File: src/rtl/soc_mem_arbiter.sv
// Single-port RAM arbiter between instruction fetch and load/store; data port has priority.
// Optional fetch starvation guard enabled by defining ARB_STARVE_GUARD_EN.
module soc_mem_arbiter #(
   parameter int ADDR_W   = 12,
   parameter int MAX_WAIT = 4
) (
   input  logic              clk,
   input  logic              rst,
   input  logic              i_req,
   input  logic [31:0]       i_addr,
   output logic              i_gnt,
   output logic              i_rvalid,
   output logic [31:0]       i_rdata,
   input  logic              d_req,
   input  logic              d_we,
   input  logic [3:0]        d_be,
   input  logic [31:0]       d_addr,
   input  logic [31:0]       d_wdata,
   output logic              d_gnt,
   output logic              d_rvalid,
   output logic [31:0]       d_rdata,
   output logic              mem_en,
   output logic [3:0]        mem_we,
   output logic [ADDR_W-1:0] mem_addr,
   output logic [31:0]       mem_wdata,
   input  logic [31:0]       mem_rdata
);

   // state     | meaning
   // OWN_NONE  | no access issued last cycle, no read data returning
   // OWN_INST  | fetch granted last cycle, mem_rdata belongs to the fetch port
   // OWN_DATA  | load/store granted last cycle, rvalid goes to the data port
   localparam logic [1:0] OWN_NONE = 2'd0;
   localparam logic [1:0] OWN_INST = 2'd1;
   localparam logic [1:0] OWN_DATA = 2'd2;

   logic [1:0] owner;
   logic       gnt_i;
   logic       gnt_d;
   logic       starve;

`ifdef ARB_STARVE_GUARD_EN
   localparam int WAIT_W = ($clog2(MAX_WAIT + 1) > 3) ? $clog2(MAX_WAIT + 1) : 3;

   logic [WAIT_W-1:0] wait_cnt;

   assign starve = (wait_cnt >= WAIT_W'(MAX_WAIT));

   always_ff @(posedge clk or posedge rst) begin
      if (rst) begin
         wait_cnt <= '0;
      end else if (!i_req || gnt_i) begin
         wait_cnt <= '0;
      end else if (wait_cnt != '1) begin
         wait_cnt <= wait_cnt + 1'b1;
      end
   end
`else
   assign starve = 1'b0;
`endif

   // Grants are held off while rst is high so nothing reaches the RAM during reset.
   always_comb begin
      gnt_i = 1'b0;
      gnt_d = 1'b0;
      if (!rst) begin
         if (d_req && !(i_req && starve)) begin
            gnt_d = 1'b1;
         end else if (i_req) begin
            gnt_i = 1'b1;
         end
      end
   end

   always_comb begin
      mem_addr  = '0;
      mem_we    = 4'b0000;
      mem_wdata = '0;
      if (gnt_d) begin
         mem_addr = d_addr[ADDR_W+1:2];
         if (d_we) begin
            mem_we    = d_be;
            mem_wdata = d_wdata;
         end
      end else if (gnt_i) begin
         mem_addr = i_addr[ADDR_W+1:2];
      end
   end

   assign i_gnt  = gnt_i;
   assign d_gnt  = gnt_d;
   assign mem_en = gnt_i | gnt_d;

   always_ff @(posedge clk or posedge rst) begin
      if (rst) begin
         owner <= OWN_NONE;
      end else if (gnt_d) begin
         owner <= OWN_DATA;
      end else if (gnt_i) begin
         owner <= OWN_INST;
      end else begin
         owner <= OWN_NONE;
      end
   end

   assign i_rvalid = (owner == OWN_INST);
   assign d_rvalid = (owner == OWN_DATA);
   assign i_rdata  = i_rvalid ? mem_rdata : '0;
   assign d_rdata  = d_rvalid ? mem_rdata : '0;

   // Byte-offset and out-of-range address bits are intentionally ignored.
   logic unused_addr_bits;
   assign unused_addr_bits = ^{i_addr[31:ADDR_W+2], i_addr[1:0],
                               d_addr[31:ADDR_W+2], d_addr[1:0]};

endmodule

File: config.mk
export PLATFORM = sky130hd
export DESIGN_NAME = soc_mem_arbiter
export DESIGN_NICKNAME = d
export VERILOG_FILES = /design/src/rtl/soc_mem_arbiter.sv
export SDC_FILE = /design/constraint.sdc
export NUM_CORES = 1
export LEC_CHECK = 0
export BUFFER_PORTS_ARGS = -buffer_cell sky130_fd_sc_hd__buf_2
export CAP_MARGIN = 15
export CORE_AREA = 5 5 95 97
export CTS_CLUSTER_DIAMETER = 80
export DETAILED_ROUTE_END_ITERATION = 8
export DIE_AREA = 0 0 100 102
export PLACE_DENSITY = 0.5
export SLEW_MARGIN = 20
export SYNTH_ARGS = -nofsm -noshare
export SYNTH_HDL_FRONTEND = slang
export SYNTH_SLANG_ARGS = --single-unit
File: constraint.sdc
create_clock -name clk -period 1.5 [get_ports clk]
set_input_delay 0 -clock clk [delete_from_list [all_inputs] [get_ports clk]]
set_output_delay 0 -clock clk [all_outputs]
set_load 0.01 [all_outputs]
Word level (Yosys, flattened, before mapping)
Cells that the tools add are included.

Output and inout bits: 117. Bits in registers: 2. Logic and storage cells: 19. Bits of input ports: 137.

Bitwise gates (word level): 1. Eq/ne operators: 2. Mux-type cells: 15.

Operator list (count): two-way mux 32 bit (4); two-way mux 12 bit (2); two-way mux 4 bit (2); two-way mux 1 bit (6); == test 2 x 1 -> 1 bit, second input constant (1); == test 2 bit, second input constant (1); two-way mux 2 bit (1); bitwise OR 1 bit (1).

Depth between registers and ports, before layout
Depth in word-level cells: 5. Gate-level depth with buffers: 4. Gate-level depth less buffers: 2.

Least setup slack after synthesis
OpenSTA, ideal clock, no wires.

Path type: flip-flop to output port. Start: reg owner[0]. End: out d_rdata[10]. Path buffers: 1. Data required time: 1.500 ns. Path slack: 0.529 ns. Arrival time: 0.971 ns. Stages on the path, launching flop included: 4. Cells stage by stage: dfrtp_1 and2b_1 clkbuf_1 and2_1.

Longest elaborated chain between the ends: 2.

Ends and longest elaborated chain: start, declared (RTL line 37) `logic [1:0] owner;`; start signal, assigned (RTL line 96) `owner <= OWN_NONE;`; start signal, assigned (RTL line 98) `owner <= OWN_DATA;`; start signal, assigned (RTL line 100) `owner <= OWN_INST;`; == test 2 bit (RTL line 107) `assign d_rvalid = (owner == OWN_DATA);`; two-way mux 32 bit (RTL line 109) `assign d_rdata = d_rvalid ? mem_rdata : '0;`; end, declared (RTL line 21) `output logic [31:0] d_rdata,`.

No other way between the ends.

Worst setup path after layout
Start: in rst. End: out mem_wdata[14].

Longest elaborated chain between the ends: 2.

Ends and longest elaborated chain: start, declared (RTL line 8) `input logic rst,`; two-way mux 1 bit (RTL line 66) `if (!rst) begin`; two-way mux 32 bit (RTL line 79) `if (gnt_d) begin`; end, declared (RTL line 25) `output logic [31:0] mem_wdata,`.

No other way between the ends.

==> flow_summary.yaml <==
outcome:
  status: "finished clean"
placed_design:
  dp.cells: 446
  dp_hpwl_mm: 4.55
  port-buffer-count: 213
  place_ws_ns: 0.403
  place_area_sq_mm: 0.00209
  gp_congestion: 0.642
grt:
  gr-usage-all-layers: 0.0834
  overflow: 0
  grt_max_degree: 37
  antenna_found_initial: 0
  grt_pass1_vias: 1561
  grt_pass1_wl_mm: 7.22
logic_synthesis:
  synthCells: 137
  muxShareOfSynthArea: 0
  synth_top_family_by_area: "simple AND/OR/NAND/NOR gates"
  async_flop_share: 1.00
  synth_xor_xnor_area_share: 0
  synth.distinct_cells: 14
  synth_nets: 274
  synth_edf_count: 0
  synth_seq_cells: 2
  synth_simple_gate_area_share: 0.728
  yosysMostFrequentCell: "and2_1"
  synth_fa_ha_area_frac: 0
  postSynthAreaPerCell_sq_um: 6.90
  syn_area_sq_um: 946
  yosysTopAreaCell: "and2_1"
  synth_compound_area_frac: 0.127
  yosysWarnings: 0
  yosysSeqAreaShare: 0.0529
  synth_top_area_frac: 0.635
  synthFlopType: "dfrtp_1"
  synthTopCellsByArea: "and2_1, a32o_1, dfrtp_1"
  synth_common_cells: "and2_1, a32o_1, and2_2, clkbuf_1, buf_6"
die:
  core_sq_mm: 0.00805
  initial_core_util: 0.117
  die_h_um: 102
  ioPinCount: 254
  dieArea_sq_mm: 0.0102
  die_w_um: 100
  rows: 33
finish:
  area_growth_syn_to_layout_pct: 127
  fill_cells: 901
  largest_reg_flops: 2
  regMostFlops: "owner"
  seq_area_sq_um: 50.0
  final_layout_size_suffix_gt1_frac: 0.661
  multi_input_area_sq_um: 811
  final_area_sq_mm: 0.00215
  antenna_cells: 0
  fin_nets: 484
  instances_no_fill: 450
  reg.largest.list: "owner x2"
sta:
  max_slew_margin: 0.829
  layout_worst_path_cycle_share: 0.948
  setup_viol: 0
  min_period_ns: 1.42
  final_max_slew_viol_count: 0
  rsz0062_at_grt: "no"
  timing.fmax_ghz: 0.703
  hold_ws_ns: 0.186
  tns_ns: 0
  setup_ws_ns: 0.0782
  worst_pin_slew_ns: 0.256
  final-hold-violation-count: 0
detailed_routing:
  ant_nets: 0
  drt-total-wl_mm: 5.15
  first_pass_iters: 4
  drt_drc_violations_left: 0
  wl_per_cell_um: 11.4
  vias_per_cell: 3.69
  drtIter0Drc: 24
  via_count: 1661
worst_hold_path:
  min_path_type: "primary input to register"
worst_setup_path:
  critPathLaunchType: "primary input"
  path_class: "primary input to primary output"
  worstPathMaxFanout: 36
  critPathArrivalTime_ns: 1.42
  end_kind: "primary output"
  worstPathRequired_ns: 1.50
cts:
  clkSinkCount: 2
  clkTransAtPathRegs_ns: 0.03
  cts_tree: "done"
  cts_root_buf: "clkbuf_8"
  cts_buffer_depth: 2
  htreeDepth: 1
  cts_buffers: 3
pwr:
  cellLeakagePower_nw: 1.43
  irDropWorstVdd_uv: 293
  p_per_area_mw_per_mm2: 318
flow_run:
  drv_cap: 0
[critical path, stage by stage]
cell	delay [ns]
dlygate4sd3_1	0.53
buf_2	0.15
and3b_1	0.22
buf_6	0.20
and2_1	0.17
buf_2	0.13
[layout by cell type, fill, tap and decap left out, types with 2 or more instances in the layout]
cell,Yosys,final
a32o_1,12,12
and2_1,96,96
and2_2,6,6
buf_2,3,213
buf_4,0,3
clkbuf_8,0,3
dfrtp_1,2,2
nor2_1,3,2
[worst paths after layout]
check | from | endpoint | slack [ns] | cells past startpoint
worst min-delay path | i_req | owner[0]$_DFF_PP0_ | 0.19 | 2
max in group asynchronous | rst | owner[0]$_DFF_PP0_ | 1.15 | 3
worst max-delay path | rst | mem_wdata[14] | 0.08 | 6
min in group asynchronous | rst | owner[1]$_DFF_PP0_ | 0.24 | 3
[where the power goes]
| part | internal (mW) | switching (mW) |
|---|---|---|
| Combinational | 0.222 | 0.195 |
| Clock | 0.169 | 0.0383 |
| Sequential | 0.0568 | 0.000875 |
[cell families (layout without fill, tap and decap cells)]
family / Yosys count / count (layout)
AND/OR/NAND/NOR: 109 / 109
buffers and inverters: 14 / 222
AO/OA/AOI/OAI: 12 / 12
flip-flops: 2 / 2
[timing repair]
| action | in CTS | in global routing |
|---|---|---|
| hold endpoints to repair | 2 | 0 |
| hold buffers | 1 | 0 |
| buffers inserted | 0 | 0 |
| gates resized for setup | 0 | 2 |
| setup endpoints to repair | 0 | 46 |
[area by class of cell]
| type | count | share of cell area |
|---|---|---|
| clock buffers | 3 | 0.0192 |
| inverters | 1 | 0.00175 |
| multi-input cells | 121 | 0.378 |
| flip-flops and latches | 2 | 0.0233 |
| well taps | 105 | 0.0612 |
| repair buffers | 218 | 0.517 |
[per-stage QoR]
stage                     power (mW)   util
final                          0.682  0.267
after global routing           0.739  0.267
after CTS                      0.698  0.266
after detailed placement       0.478  0.260
after global placement         0.473  0.260
after floorplan                0.243      -
[routing by layer]
metal	track usage	wire [um]
met3	0.0198	595
met4	0.0166	14
met2	0.165	2880
met1	0.0901	1660
met5	0	0
(Power assumes the default switching activity.)
